## src/rtl/uart_rx.sv

```systemverilog
// UART receiver: 7 data bits LSB first, even parity, one stop bit.
// The serial input is synchronised, the frame is timed from the falling
// edge of the start bit, and every bit is sampled near its centre.
module uart_rx #(
  parameter int CLK_PER_BIT = 434
) (
  input  logic       clk,
  input  logic       rst,
  input  logic       rx,
  output logic [6:0] data,
  output logic       valid,
  output logic       parity_err,
  output logic       frame_err,
  output logic       busy
);

  localparam int HALF = CLK_PER_BIT / 2;
  localparam logic [15:0] HALF_M1 = 16'(HALF - 1);
  localparam logic [15:0] BIT_M1  = 16'(CLK_PER_BIT - 1);

  typedef enum logic [2:0] {
    IDLE   = 3'd0,
    START  = 3'd1,
    DATA   = 3'd2,
    PARITY = 3'd3,
    STOP   = 3'd4
  } state_t;

  // Even parity of a character: the parity bit that makes the total even.
  function automatic logic even_parity(input logic [6:0] v);
    return ^v;
  endfunction

  logic        rs_meta_r, rs_r, rs_prev_r;
  state_t      state_r, state_s;
  logic [15:0] cnt_r, cnt_s;
  logic [2:0]  idx_r, idx_s;
  logic [6:0]  char_r, char_s;
  logic        par_r, par_s;
  logic [6:0]  data_r, data_s;
  logic        valid_r, valid_s;
  logic        perr_r, perr_s;
  logic        ferr_r, ferr_s;
  logic        busy_r, busy_s;

  // Two-flop synchroniser for rx plus a delayed copy for edge detection.
  always_ff @(posedge clk or posedge rst) begin
    if (rst) begin
      rs_meta_r <= 1'b1;
      rs_r      <= 1'b1;
      rs_prev_r <= 1'b1;
    end else begin
      rs_meta_r <= rx;
      rs_r      <= rs_meta_r;
      rs_prev_r <= rs_r;
    end
  end

  // State, counters, shift register and registered outputs.
  always_ff @(posedge clk or posedge rst) begin
    if (rst) begin
      state_r <= IDLE;
      cnt_r   <= 16'd0;
      idx_r   <= 3'd0;
      char_r  <= 7'd0;
      par_r   <= 1'b0;
      data_r  <= 7'd0;
      valid_r <= 1'b0;
      perr_r  <= 1'b0;
      ferr_r  <= 1'b0;
      busy_r  <= 1'b0;
    end else begin
      state_r <= state_s;
      cnt_r   <= cnt_s;
      idx_r   <= idx_s;
      char_r  <= char_s;
      par_r   <= par_s;
      data_r  <= data_s;
      valid_r <= valid_s;
      perr_r  <= perr_s;
      ferr_r  <= ferr_s;
      busy_r  <= busy_s;
    end
  end

  // Next-state logic: start detection, mid-bit sampling and frame completion.
  always_comb begin
    state_s = state_r;
    cnt_s   = cnt_r + 16'd1;
    idx_s   = idx_r;
    char_s  = char_r;
    par_s   = par_r;
    data_s  = data_r;
    valid_s = 1'b0;
    perr_s  = perr_r;
    ferr_s  = ferr_r;
    busy_s  = busy_r;
    case (state_r)
      IDLE: begin
        cnt_s = 16'd0;
        // A start needs a prior high, so a held-low line cannot retrigger.
        if (rs_prev_r && !rs_r) begin
          state_s = START;
          busy_s  = 1'b1;
        end else begin
          state_s = IDLE;
          busy_s  = 1'b0;
        end
      end
      START: begin
        if (cnt_r == HALF_M1) begin
          cnt_s = 16'd0;
          if (!rs_r) begin
            state_s = DATA;
            idx_s   = 3'd0;
          end else begin
            // Line went back high before mid start bit: a glitch.
            state_s = IDLE;
            busy_s  = 1'b0;
          end
        end else begin
          state_s = START;
        end
      end
      DATA: begin
        if (cnt_r == BIT_M1) begin
          cnt_s  = 16'd0;
          char_s = {rs_r, char_r[6:1]};
          if (idx_r == 3'd6) begin
            state_s = PARITY;
          end else begin
            idx_s = idx_r + 3'd1;
          end
        end else begin
          state_s = DATA;
        end
      end
      PARITY: begin
        if (cnt_r == BIT_M1) begin
          cnt_s   = 16'd0;
          par_s   = rs_r;
          state_s = STOP;
        end else begin
          state_s = PARITY;
        end
      end
      STOP: begin
        if (cnt_r == BIT_M1) begin
          cnt_s   = 16'd0;
          state_s = IDLE;
          valid_s = 1'b1;
          data_s  = char_r;
          perr_s  = (par_r != even_parity(char_r));
          ferr_s  = !rs_r;
          busy_s  = 1'b0;
        end else begin
          state_s = STOP;
        end
      end
      default: begin
        state_s = IDLE;
        cnt_s   = 16'd0;
        busy_s  = 1'b0;
      end
    endcase
  end

  assign data       = data_r;
  assign valid      = valid_r;
  assign parity_err = perr_r;
  assign frame_err  = ferr_r;
  assign busy       = busy_r;

endmodule

```

## config.mk

```make
export PLATFORM = sky130hd
export DESIGN_NAME = uart_rx
export DESIGN_NICKNAME = d
export VERILOG_FILES = /design/src/rtl/uart_rx.sv
export SDC_FILE = /design/constraint.sdc
export NUM_CORES = 1
export LEC_CHECK = 0
export BUFFER_PORTS_ARGS = -buffer_cell sky130_fd_sc_hd__buf_2
export CAP_MARGIN = 5
export CELL_PAD_IN_SITES_DETAIL_PLACEMENT = 0
export CELL_PAD_IN_SITES_GLOBAL_PLACEMENT = 1
export CORE_UTILIZATION = 40
export DETAILED_ROUTE_END_ITERATION = 8
export GPL_ROUTABILITY_DRIVEN = 0
export PLACE_DENSITY_LB_ADDON = 0.1
export SYNTH_ARGS = -nofsm -noshare
export SYNTH_HDL_FRONTEND = slang
export SYNTH_SLANG_ARGS = --single-unit
export TNS_END_PERCENT = 10
```

## constraint.sdc

```tcl
create_clock -name clk -period 1.9 [get_ports clk]
set_clock_uncertainty 0.2 [all_clocks]
set_input_delay 0 -clock clk [delete_from_list [all_inputs] [get_ports clk]]
set_output_delay 0 -clock clk [all_outputs]
set_load 0.02 [all_outputs]
```

==> results.json <==
{
  "clock_latency_ps": 290,
  "io_pins": 14,
  "fmax_mhz": 487,
  "vdd_drop_max_v": 0.000570,
  "path_depth": 9,
  "ys.flop_type": "dfrtp_1",
  "postRouteAntennaNets": 0,
  "synthArstFlopShare_pct": 100,
  "yosysSeqAreaShare_pct": 47.2,
  "port-buffer-count": 13,
  "drc": 0,
  "grt_pass1_wl_um": 8560,
  "cts_root_buf": "clkbuf_8",
  "multi_input_area_um2": 1180,
  "cp_slowest_cell": "dfrtp_1",
  "synth_cell_types": 49,
  "finalSetupViolCount": 37,
  "final-seq-area_um2": 1100,
  "finalCriticalPeriod_ps": 2050,
  "hold_path.class": "reg2reg",
  "area_growth_pct": 23.5,
  "whs_path_depth": 0,
  "via_count": 1689,
  "final_common_cell": "dfrtp_1",
  "slew-limit-headroom_pct": 63.3,
  "period_share_pct": 108,
  "cp_max_fo": 6,
  "dp_hpwl_um": 3590,
  "final_cell_mix": "41 x dfrtp_1, 31 x buf_4, 15 x a21oi_1, 15 x xnor2_1, 14 x mux2_4",
  "outcome": "complete, but fails checks",
  "crit_buf_inv": 4,
  "finalPower_mw": 2.39,
  "drt_iter0_markers": 58,
  "place_area_um2": 2670,
  "cts_max_path_buffers": 2,
  "cp.arrival_ps": 2070,
  "diodes": 0,
  "cp-start-kind": "register",
  "synthTopCellsByArea": "dfrtp_1 44%, mux2_4 8.3%, xnor2_1 5.6%, a21oi_1 3.4%, dfstp_2 3.4%",
  "core_area_um2": 5570,
  "reg2regPathDepth": 9,
  "synth_cells": 205,
  "cts_num_sinks": 44,
  "r2r_start": "cnt_r[1]",
  "nets": 262,
  "hp-start": "rs_meta_r",
  "grt_max_degree": 45,
  "via_per_inst": 5.17,
  "ys_warn_count": 0,
  "startpoint": "cnt_r[1]",
  "cp.required_ps": 1910,
  "routedWlPerCell_um": 15.6,
  "critPathMaxStageDelay_ps": 400,
  "hold_viol": 0,
  "grtUsageTotal_pct": 17.9,
  "die_area_um2": 6160,
  "cp_top_family": "simple AND/OR/NAND/NOR gates",
  "endpoint_kind": "register",
  "crit_type": "reg2reg",
  "synth_edf_count": 0,
  "violations": "negative setup slack",
  "power_leakage_nw": 1.32,
  "maxCapViolations": 0,
  "syn_area_um2": 2340,
  "die_h_um": 78.5,
  "avgSynthCellArea_um2": 11.4,
  "synth_top_area_share_pct": 43.8,
  "critical_path.cell_chain": "inv_2, buf_6, ha_4, and4b_1, buf_6, nand4_1, buf_6, or3_4, o211ai_1",
  "die_w_um": 78.5,
  "clkTransAtPathRegs_ps": 90,
  "drive_gt1_share_pct": 37.6,
  "slew_viol_final": 0,
  "cts_tree": "built",
  "floorplan.rows": 27,
  "grt_pass1_vias": 1796,
  "worstMarginPinSlew_ps": 550,
  "cpMostUsedCell": "buf_6",
  "antenna_found_initial": 0,
  "setup_slack_ps": -153,
  "cts.htree.levels": 2,
  "cts_buffers": 5,
  "final_cell_area_um2": 2890,
  "p_per_area_nw_per_um2": 825,
  "syn-num-nets": 213,
  "rsz0062_at_grt": "yes",
  "ys_ff_latch": 44,
  "synth_area_leader_cell": "dfrtp_1",
  "first_pass_iters": 4,
  "fillCellCount": 501,
  "floorplan.initialDensity_pct": 42.0,
  "routed_wl_um": 5090,
  "gr-total-overflow": 0
}
-- registers in the layout, indices dropped and copies added (netlist names), 3 cells and up --
| signal | count |
|---|---|
| cnt_r | 16 |
| char_r | 7 |
| data | 7 |
| idx_r | 3 |
| state_r | 3 |
-- cell families after synthesis --
| group | Yosys count | synth area share (%) |
|---|---|---|
| buf+inv | 18 | 5.18 |
| fa+ha+maj | 5 | 2.67 |
| xor+xnor | 20 | 7.48 |
| mux | 15 | 9.30 |
| simple gates | 62 | 17.3 |
| compound gates | 41 | 10.9 |
| flops | 44 | 47.2 |
-- stage by stage --
| stage | setup WS, ps | hold WS [ps] | TNS [ps] | util (%) | cells |
|---|---|---|---|---|---|
| 4_1_cts | -143 | 154 | -3690 | 50.9 | 326 |
| 3_5_place_dp | -195 | -79.9 | -5340 | 47.8 | 313 |
| 5_1_grt | -227 | 158 | -6030 | 51.9 | 327 |
| 6_report | -153 | 158 | -2920 | 51.9 | 327 |
| 2_1_floorplan | -106 | -196 | -1680 | - | 205 |
| 3_3_place_gp | -148 | -91.7 | -3900 | 47.8 | 313 |
-- report_power, final --
part / switching, mW / internal (mW)
Clock: 0.325 / 0.294
Sequential: 0.0699 / 1.03
Combinational: 0.348 / 0.322
-- worst reg2reg max path, delay by kind of cell (launching register included) --
kind | cells | cell delay [ps]
buf+inv | 4 | 460
simple gates | 3 | 710
flops | 1 | 400
fa+ha+maj | 1 | 100
compound gates | 1 | 100
-- worst paths after layout --
path | to | slack (ps)
worst max-delay path | idx_r[1] | -150
worst min-delay path | rs_r | 160
worst max register to register | idx_r[1] | -150
worst min register to register | rs_r | 160
max in group asynchronous | cnt_r[3] | 940
min in group asynchronous | data[0] | 180
-- per-layer routing --
metal / GRT usage (%) / share of wire [%] / up-vias / wire length, um
met1: 24.5 / 49 / 831 / 2480
li1: - / - / 832 / -
met2: 28.3 / 49 / 20 / 2470
met3: 3.72 / 2.0 / 6 / 104
met4: 5.74 / 0.63 / 0 / 32
met5: 0 / 0 / - / 0
-- cells in the mapped netlist, types with 2 or more instances --
library cell  count
xnor2_1          15
nor4bb_1          2
dfrtp_1          41
a311oi_1          2
nand2_1          10
nor3b_1           4
xor2_1            5
buf_4             2
inv_1             9
mux2_4           13
buf_2             2
nand4_1           8
a22oi_1           2
or3_1             2
nor2_1            8
dfstp_2           3
ha_1              5
and4_1            3
nand3_1          10
o211ai_1          2
buf_6             3
a21oi_1          16
a211oi_1          3
a31oi_1           2
nor3_1            2
o21ai_0           8
-- area by class of cell --
type	count	area share, %
clock inverter	2	0.519
multi-input combinational	143	40.9
inverter	9	1.17
sequential	44	38.2
tap	72	3.12
timing repair buffer	51	13.2
clock buffer	6	2.86
-- repair_timing --
action	in CTS	in global routing
setup endpoints to repair	39	40
pin swaps	8	7
endpoints found under the hold margin	42	0
hold buffers	2	0
gates resized for setup	15	9
buffers inserted	3	1
Power figures use the tool's default switching activity.
